File: config.mk
export PLATFORM = sky130hd
export DESIGN_NAME = m6809_core_stack_seq
export DESIGN_NICKNAME = d
export VERILOG_FILES = /design/src/rtl/m6809_core_stack_seq.sv
export SDC_FILE = /design/constraint.sdc
export NUM_CORES = 1
export LEC_CHECK = 0
export ABC_AREA = 1
export BUFFER_PORTS_ARGS = -buffer_cell sky130_fd_sc_hd__buf_2
export CAP_MARGIN = 40
export CORE_ASPECT_RATIO = 0.6
export CORE_MARGIN = 5
export CORE_UTILIZATION = 35
export CTS_CLUSTER_SIZE = 12
export DETAILED_ROUTE_END_ITERATION = 10
export SLEW_MARGIN = 20
export SYNTH_ARGS = -nofsm -noshare
export SYNTH_HDL_FRONTEND = slang
export SYNTH_SLANG_ARGS = --single-unit
File: constraint.sdc
create_clock -name clk -period 2.9 [get_ports clk]
set_clock_uncertainty 0.2 [all_clocks]
set_input_delay 0 -clock clk [delete_from_list [all_inputs] [get_ports clk]]
set_output_delay 0 -clock clk [all_outputs]
set_load 0.02 [all_outputs]
File: src/rtl/m6809_core_stack_seq.sv
// m6809_core_stack_seq: PSHS/PULS/PSHU/PULU sequencer, one stack byte per acknowledged cycle
// Ports: clk, reset_b (async active-low); start/ir_in/postbyte/sp_in request;
//   mem_req/mem_we/mem_addr/mem_ack memory handshake; reg_sel/reg_hi/reg_we register steering;
//   busy/done status; sp_out/sp_we/use_u stack-pointer writeback.
// Define M6809_STACK_DEAD_CYCLE_EN to insert the 6809 dead cycle between start and the first transfer.
module m6809_core_stack_seq #(
  parameter int ADDR_W = 16
) (
  input  logic              clk,
  input  logic              reset_b,
  input  logic              start,
  input  logic [7:0]        ir_in,
  input  logic [7:0]        postbyte,
  input  logic [ADDR_W-1:0] sp_in,
  input  logic              mem_ack,
  output logic              busy,
  output logic              done,
  output logic              mem_req,
  output logic              mem_we,
  output logic [ADDR_W-1:0] mem_addr,
  output logic [2:0]        reg_sel,
  output logic              reg_hi,
  output logic              reg_we,
  output logic [ADDR_W-1:0] sp_out,
  output logic              sp_we,
  output logic              use_u
);
`ifdef M6809_STACK_DEAD_CYCLE_EN
  typedef enum logic [1:0] {IDLE, XFER, DONE, DEAD} state_t;
`else
  typedef enum logic [1:0] {IDLE, XFER, DONE} state_t;
`endif
  state_t            state_q, state_d;
  logic [7:0]        mask_q, mask_d;
  logic              pull_q, pull_d;
  logic              use_u_q, use_u_d;
  logic              sec_q, sec_d;
  logic [ADDR_W-1:0] sp_q, sp_d;
  logic [2:0]        sel;
  logic              last_byte;
  logic [7:0]        mask_clr;
  // Push walks from the highest set bit down, pull from the lowest set bit up.
  always_comb begin
    sel = 3'd0;
    for (int i = 0; i < 8; i++)
      if (mask_q[pull_q ? 7 - i : i]) sel = pull_q ? 3'(7 - i) : 3'(i);
  end
  // Bits 4-7 are 16-bit registers; sec_q marks their second byte.
  assign last_byte = ~sel[2] | sec_q;
  assign mask_clr  = mask_q & ~(8'd1 << sel);
  always_comb begin
    state_d = state_q;
    mask_d  = mask_q;
    pull_d  = pull_q;
    use_u_d = use_u_q;
    sec_d   = sec_q;
    sp_d    = sp_q;
    case (state_q)
      IDLE: if (start && ir_in[7:2] == 6'b001101) begin
        mask_d  = postbyte;
        pull_d  = ir_in[0];
        use_u_d = ir_in[1];
        sec_d   = 1'b0;
        sp_d    = sp_in;
`ifdef M6809_STACK_DEAD_CYCLE_EN
        state_d = DEAD;
`else
        state_d = postbyte != 8'd0 ? XFER : DONE;
`endif
      end
`ifdef M6809_STACK_DEAD_CYCLE_EN
      DEAD: state_d = mask_q != 8'd0 ? XFER : DONE;
`endif
      XFER: if (mem_ack) begin
        sp_d  = pull_q ? sp_q + ADDR_W'(1) : sp_q - ADDR_W'(1);
        sec_d = ~last_byte;
        if (last_byte) begin
          mask_d = mask_clr;
          if (mask_clr == 8'd0) state_d = DONE;
        end
      end
      DONE: state_d = IDLE;
      default: state_d = IDLE;
    endcase
  end
  always_ff @(posedge clk or negedge reset_b) begin
    if (!reset_b) begin
      state_q <= IDLE;
      mask_q  <= 8'd0;
      pull_q  <= 1'b0;
      use_u_q <= 1'b0;
      sec_q   <= 1'b0;
      sp_q    <= '0;
    end else begin
      state_q <= state_d;
      mask_q  <= mask_d;
      pull_q  <= pull_d;
      use_u_q <= use_u_d;
      sec_q   <= sec_d;
      sp_q    <= sp_d;
    end
  end
  assign busy     = state_q != IDLE;
  assign done     = state_q == DONE;
  assign mem_req  = state_q == XFER;
  assign mem_we   = mem_req & ~pull_q;
  assign mem_addr = mem_req ? (pull_q ? sp_q : sp_q - ADDR_W'(1)) : '0;
  assign reg_sel  = mem_req ? sel : 3'd0;
  // Push moves lo then hi, pull moves hi then lo.
  assign reg_hi   = mem_req & sel[2] & (sec_q ^ pull_q);
  assign reg_we   = mem_req & pull_q & mem_ack;
  assign sp_out   = done ? sp_q : '0;
  assign sp_we    = done;
  assign use_u    = use_u_q;
endmodule
# Word-level counts from Yosys, hierarchy flattened
# Cells that the tools add are included.
[word_totals]
word_cells = 115
inputBits = 36
out_inout_bits = 43
ff_bits = 29
[classes]
n_eq_ne = 7
order_cmp = 8
bitwise = 12
n_reduce_logical = 10
n_addsub = 2
shifts = 1
muxes = 69
[op_table]
columns = ["op", "count"]
rows = [
  ["$mux W16", 6],
  ["$mux W3", 25],
  ["$lt A3 B4 Y1 const B", 8],
  ["$pmux W16 S2", 1],
  ["$bmux W1 S3", 8],
  ["$mux W8", 3],
  ["$mux W1", 18],
  ["$add A16 B1 Y16 const B", 1],
  ["$pmux W8 S2", 1],
  ["$sub A16 B1 Y16 const B", 1],
  ["$mux W2", 5],
  ["$and A8 B8 Y8", 1],
  ["$logic_not A8 Y1", 1],
  ["$not A8 Y8", 1],
  ["$reduce_and A4 Y1", 2],
  ["$reduce_bool A8 Y1", 1],
  ["$shl A1 B3 Y8 const A", 1],
  ["$eq A6 B4 Y1 const B", 1],
  ["$and A1 B1 Y1", 5],
  ["$ne A2 B1 Y1 const B", 2],
  ["$ne A2 B2 Y1 const B", 2],
  ["$pmux W2 S2", 1],
  ["$reduce_bool A2 Y1", 2],
  ["$not A1 Y1", 3],
  ["9 further kinds", 9],
]

# Logic depth before layout (Yosys ltp)
# Gate-level depths: netlist of run 1.
[depth]
word_depth = 20
ltp_mapped = 18

# Worst setup path after synthesis of run 1
# OpenSTA, ideal clock, no wires.
[synth_timing]
path_kind = "register -> output"
from = "reg sp_q[0]"
to = "out mem_addr[14]"
path_buffers = 0
arrival_time_ps = 1909
path_stages_with_launch = 12
t_required_ps = 2700
slack_ps = 791
path_cell_list = "dfrtp_1 inv_1 ha_1 nand4_1 nor2_1 nand2_1 nor2_2 nand2_2 nor2_1 xor2_1 inv_1 nor2_1"
[synth_via]
elab_chain_len = 3
[synth_rtl]
columns = ["element", "line", "text"]
rows = [
  ["start: declaration", "38", "logic [ADDR_W-1:0] sp_q, sp_d;"],
  ["start signal: assignment", "100", "sp_q <= sp_d;"],
  ["$sub A16 B1 Y16", "107", "assign mem_addr = mem_req ? (pull_q ? sp_q : sp_q - ADDR_W'(1)) : '0;"],
  ["$mux W16 (2 in series)", "107", ""],
  ["end: declaration", "20", "output logic [ADDR_W-1:0] mem_addr,"],
]
# No other way between the ends.

# Worst setup path after layout of run 1
# Ends and elaborated chain as after synthesis.

==> run_results.csv, run 1 <==
group,metric,value,unit
final_layout,final_cell_mix,"buf_2, nand2_1, nor2_1",
die,die_w,122,um
clocking,numCtsBuffers,5,
setup_path,worstReg2RegEnd,"pull_q$_DFFE_PN0P_",
die,initial_core_util,0.361,
global_route,antenna_found_initial,0,
setup_path,ff2ff_path_depth,7,
global_route,grt_pass1_wl,14700,um
sta,hold_viol_final,0,
synth,ys_warn_count,0,
flow_run,max_cap_viol_count,0,
die,rows,24,
min_path,hold_path_class,"input port to flop",
pwr,power_density,1220,nW/um2
sta,hold_slack,0.0586,ns
clocking,cts_tree,"built",
synth,synth_xor_area_frac,0.0367,
clocking,cts_buffer_depth,2,
clocking,clk_pin_slew,0.06,ns
final_layout,insertedDiodeCount,0,
detailed_routing,drt_iter0_drc,309,
detailed_routing,num_vias,3061,
global_route,grt.overflow.total,0,
placement,dp_cells,566,
synth,avgSynthCellArea,6.64,um2
setup_path,regToRegStartpoint,"state_q[0]$_DFFE_PN0P_",
setup_path,rrSetupSlack,0.33,ns
pwr,power.leakage,0.00177,uW
final_layout,area_delta_synth_final,36.4,%
global_route,grt_max_degree,35,
detailed_routing,drtAntennaViolNets,0,
synth,synth_cells,395,
synth,ys.flop_type,"dfrtp_1",
synth,ys_types,40,
synth,syn_area,2620,um2
setup_path,worst_setup_path_end_kind,"primary output",
synth,synth_compound_area_frac,0.202,
detailed_routing,dr.pass1.iters,5,
detailed_routing,drc_errors,0,
pwr,pwr-share-seq,0.210,
final_layout,final_layout_size_suffix_gt1_frac,0.265,
synth,yosys.area_share.simple,0.357,
final_layout,final_core_util,0.492,
die,core,7270,um2
sta,min_period,2.66,ns
run_status,status,"completed",
placement,gp_congestion,0.930,
synth,synthArstFlopShare,1.00,
die,die_h,77.1,um
final_layout,final-instance-count-excl-fill,606,
sta,relSlewSlack,0.523,
detailed_routing,avgViaCountPerCell,5.05,
synth,syn-num-nets,435,
final_layout,mostFrequentLayoutCell,"buf_2",
sta,fin_crit_sh,0.917,
pwr,combPwrFrac,0.645,
synth,synthAdderAreaFrac,0.0191,
setup_path,cp.required,2.70,ns
min_path,min_to,"use_u$_DFFE_PN0P_",
global_route,grt_pass1_vias,2936,
clocking,cts.sinks,29,
min_path,hold_start,"start",
die,io_pins,79,
die,dieArea,9380,um2
sta,worstMarginPinSlew,0.715,ns
synth,synthMuxAreaShare,0.00429,
detailed_routing,drt_wl_total,8850,um
synth,ys_seq_area_frac,0.277,
clocking,worstSkewPairLatency,0.28,ns
sta,slew_viol_final,0,
clocking,htreeDepth,2,
setup_path,critPathKind,"flop to primary output",
final_layout,final_nets,541,
pwr,swShare,0.547,
pwr,ir_drop,0.000360,V
sta,fmax,376,MHz
placement,place.port_buffers,78,
synth,synth-edff-count,0,
detailed_routing,wl_per_cell,14.6,um
min_path,hold_depth,4,
pwr,intPower,1970,uW
setup_path,worst_setup_path_start_kind,"flop",
synth,synth_top_family_by_area,"simple AND/OR/NAND/NOR gates",
placement,place_hpwl,6590,um
pwr,switchingPower,2380,uW
setup_path,worstPathMaxFanout,6,
pwr,clockPowerShare,0.145,
sta,fin_tns_setup,0,ns
setup_path,arrival,2.46,ns
synth,ys_ff_latch,29,
sta,final-setup-viol-count,0,
global_route,grt.total_usage,0.194,
clocking,clock-root-buffer,"clkbuf_16",
[state kept, by name (all words and copies together) (netlist names)]
signal / count
mask_q: 8
pull_q: 1
sec_q: 1
sp_q: 16
state_q: 2
use_u: 1
[cells in the mapped netlist (5+ instances only)]
cell,number,area (um2)
buf_6,5,56.3
nand2_2,11,68.8
nor2_1,63,236
o21ai_0,25,125
inv_1,41,154
o211ai_1,7,52.6
xor2_1,10,87.6
o21ai_1,5,25.0
nand3_1,16,80.1
a21oi_1,28,140
a22oi_1,11,82.6
dfrtp_1,29,726
nor3_1,7,35.0
nand4_1,9,56.3
nand2_1,75,282
[power by group through the flow]
stage | combinational (uW) | sequential (uW) | clock (uW)
finish | 2810 | 913 | 633
global route | 3160 | 945 | 648
CTS | 2790 | 896 | 635
detailed placement | 2750 | 898 | 0
global placement | 2720 | 903 | 0
floorplan | 2130 | 808 | 0
[worst max path at each step]
stage	start	end
after CTS	sp_q[0]$_DFFE_PN0P_	mem_addr[14]
after global placement	sp_q[0]$_DFFE_PN0P_	mem_addr[14]
after floorplan	sp_q[0]$_DFFE_PN0P_	mem_addr[14]
after detailed placement	sp_q[0]$_DFFE_PN0P_	sp_q[14]$_DFFE_PN0P_
final	sp_q[0]$_DFFE_PN0P_	mem_addr[14]
after global routing	sp_q[0]$_DFFE_PN0P_	mem_addr[14]
[metrics by stage]
stage               cell area, um2  worst slack [ns]  total power [uW]
finish                        3580             0.241              4350
floorplan                     2620             0.791              2940
global route                  3580           -0.0240              4750
CTS                           3540             0.143              4320
detailed placement            3070             0.440              3650
global placement              3070             0.465              3620
[logic make-up (layout without fill, tap and decap cells)]
| family | count (synthesis) | after routing |
|---|---|---|
| buf+inv | 61 | 168 |
| simple gates | 201 | 201 |
| xor+xnor | 11 | 11 |
| fa+ha+maj | 4 | 4 |
| mux | 1 | 1 |
| compound gates | 88 | 88 |
| flops | 29 | 29 |
[layout make-up]
type | count | area, um2
clock buffer | 6 | 139
clock inverter | 2 | 37.5
fill | 762 | 3690
inverter | 46 | 179
multi-input combinational | 305 | 1630
sequential | 29 | 727
tap | 104 | 130
timing repair buffer | 114 | 733
[worst max-delay path, cell delays in order, from the launching register on]
cell,delay (ns)
dfrtp_1,0.44
inv_2,0.15
ha_1,0.20
nand4_1,0.15
nor2_2,0.20
nand2_1,0.16
nor2_4,0.17
nand2_2,0.07
nor2_1,0.12
xor2_1,0.19
inv_1,0.06
nor2_1,0.08
buf_2,0.18
[routing by layer]
metal  routed length (um)  part of all wire  GRT usage  up-vias
met5                    0                 0          0        -
met4                   63            0.0071     0.0414        0
met3                  582             0.066     0.0471        6
met2                 3520              0.40      0.259      106
met1                 4690              0.53      0.307     1424
li1                     -                 -          -     1525
[what timing repair did]
| action | CTS | global route |
|---|---|---|
| setup endpoints to repair | 0 | 1 |
| hold buffers | 29 | 0 |
| hold endpoints to repair | 55 | 0 |
| resized for setup | 0 | 5 |
| buffers inserted | 0 | 3 |
Power figures use the tool's default switching activity.
==> run 2, diff against run 1 <==
==> constraint.sdc (replaced) <==
create_clock -name clk -period 2.3 [get_ports clk]
set_clock_uncertainty 0.2 [all_clocks]
set_input_delay 0 -clock clk [delete_from_list [all_inputs] [get_ports clk]]
set_output_delay 0 -clock clk [all_outputs]
set_load 0.02 [all_outputs]
==> run 2 against run 1 <==
The run now ends with negative setup slack left. Sequential share of layout area is 1.5 points lower. Count of clock-buffer cells in the layout is 1 higher. Die area stayed put. First-iteration DRC count is 13% lower. Combinational power is 42% higher. Global-route usage hardly changed. Sequential power is 27% higher.
==> run_results.csv, run 2 (synthesis results as in run 1) <==
group,metric,value,unit
run_status,status,"complete, but fails checks",
run_status,violations,"negative setup slack",
clocking,numCtsBuffers,5,
global_route,grt_pass1_wl,14600,um
placement,pre_cts_ws,0.00905,ns
global_route,top_usage_layer,"met1",
placement,place_hpwl,6760,um
sta,worstMarginPinSlew,0.725,ns
sta,fin_crit_sh,1.00,
global_route,grt.overflow.total,0,
setup_path,path_common_cell,"nand2_1",
setup_path,worst_setup_path_end_kind,"flop",
setup_path,crit_family,"simple AND/OR/NAND/NOR gates",
global_route,use_met1,0.308,
setup_path,worstPathMaxFanout,20,
pwr,power.leakage,0.00191,uW
detailed_routing,wl_per_cell,14.7,um
setup_path,crit_buf_inv,1,
sta,fin_tns_setup,-0.00369,ns
setup_path,critPathKind,"flop to flop",
setup_path,cp.required,2.27,ns
die,core,7270,um2
setup_path,ff2ff_path_depth,16,
detailed_routing,avgViaCountPerCell,5.03,
final_layout,final_layout_size_suffix_gt1_frac,0.330,
final_layout,reg.largest.list,"sp_q x16, mask_q x8, state_q x2",
global_route,gr-usage-met3,0.0382,
min_path,hold_path_class,"input port to flop",
pwr,ir_drop,0.000567,V
min_path,hold_depth,4,
die,io_pins,79,
die,dieArea,9380,um2
clocking,clock-root-buffer,"clkbuf_16",
final_layout,regMostFlops,"sp_q",
global_route,use_met2,0.259,
global_route,grt_max_degree,35,
setup_path,path_cells,"buf_12 > nand2_2 > nand2_1 > o21bai_2 > nand2_2 > nand2_1 > nand2_2 > nand4_1 > nand2_1 > nand2_1 > nor2_1 > nand2_1 > nand2_2 > nand2_2 > nand2_1 > nand2_1",
placement,place.port_buffers,78,
clocking,clk_pin_slew,0.05,ns
sta,relSlewSlack,0.517,
sta,rsz0062_at_grt,"yes",
global_route,grt.total_usage,0.193,
setup_path,worst_setup_path_start_kind,"flop",
sta,slew_viol_final,0,
clocking,cts_buffer_depth,2,
placement,gp_congestion,0.875,
setup_path,cp_num_cells,16,
die,die_h,77.1,um
die,rows,24,
global_route,grt_pass1_vias,2842,
sta,hold_viol_final,0,
global_route,antenna_found_initial,0,
sta,min_period,2.30,ns
die,die_w,122,um
clocking,htreeDepth,2,
clocking,cts_tree,"built",
final_layout,largest_reg_flops,16,
final_layout,mostFrequentLayoutCell,"buf_2",
detailed_routing,drtAntennaViolNets,0,
detailed_routing,num_vias,3161,
sta,final-setup-viol-count,1,
clocking,cts.sinks,29,
setup_path,arrival,2.28,ns
setup_path,max_stage_delay,0.45,ns
placement,detailed_place.area,3180,um2
die,initial_core_util,0.361,
final_layout,insertedDiodeCount,0,
pwr,total_power,5910,uW
sta,fmax,434,MHz
detailed_routing,drc_errors,0,
sta,worst_slack,-0.00369,ns
final_layout,final_nets,564,
final_layout,final_core_util,0.534,
flow_run,max_cap_viol_count,0,
detailed_routing,dr.pass1.iters,5,
final_layout,postLayoutCellArea,3880,um2
setup_path,cpMaxStageDelayCell,"dfrtp_2",
pwr,power_density,1520,nW/um2
final_layout,area_delta_synth_final,48.1,%
detailed_routing,drt_iter0_drc,268,
detailed_routing,drt_wl_total,9240,um
final_layout,final_cell_mix,"buf_2, nand2_1, nor2_1",
clocking,worstSkewPairLatency,0.28,ns
-- run 2: cell count changes in the layout (fill, tap and decap cells not counted), sizes merged --
cell and change:
clkbuf +1, dlygate4sd3 +1, buf +21
-- run 2: path summary, 6_finish.rpt --
check / startpoint / to / slack [ns]
min in group asynchronous: reset_b / sp_q[5]$_DFFE_PN0P_ / 0.11
max reg2reg: pull_q$_DFFE_PN0P_ / state_q[0]$_DFFE_PN0P_ / -0.004
min reg2reg: use_u$_DFFE_PN0P_ / use_u$_DFFE_PN0P_ / 0.32
min: start / use_u$_DFFE_PN0P_ / 0.04
max in group asynchronous: reset_b / pull_q$_DFFE_PN0P_ / 1.27
max: pull_q$_DFFE_PN0P_ / state_q[0]$_DFFE_PN0P_ / -0.004
-- run 2: where the power goes --
part | internal, uW | switching (uW) | leakage, uW
clock | 540 | 234 | 0.0000841
sequential | 781 | 375 | 0.000337
combinational | 1410 | 2570 | 0.00149
total | 2730 | 3180 | 0.00191
-- run 2: what timing repair did --
action                                 in CTS  in global routing
hold buffers                               30                  0
pin swaps                                   4                  7
setup endpoints to repair                   7                 16
endpoints found under the hold margin      55                  0
gates cloned                                0                  1
buffers inserted                            6                  6
resized for setup                          13                 26
-- run 2: layout make-up --
class / instances / area (um2)
fillers: 751 / 3380
repair buffers: 136 / 918
well taps: 104 / 130
clock inverters: 1 / 30.0
multi-input cells: 305 / 1740
inverters: 46 / 184
clock buffers: 7 / 143
repair inverters: 1 / 7.51
flip-flops and latches: 29 / 729
-- run 2: tightest hold or removal path: cells and delay by family --
family        cells  cell delay (ns)
mux               1             0.22
simple gates      2             0.17
buf+inv           1             0.10
-- run 2: per-layer routing --
metal | vias to the layer above | wire length (um)
met5 | - | 0
met4 | 0 | 121
met3 | 13 | 461
met2 | 105 | 3820
met1 | 1467 | 4840
li1 | 1576 | -
-- run 2: stage by stage --
stage / hold WS (ns) / instances
2_1_floorplan: -0.496 / 395
3_3_place_gp: -0.0989 / 578
3_5_place_dp: -0.106 / 578
4_1_cts: 0.0438 / 622
5_1_grt: 0.0590 / 629
6_report: 0.0429 / 629
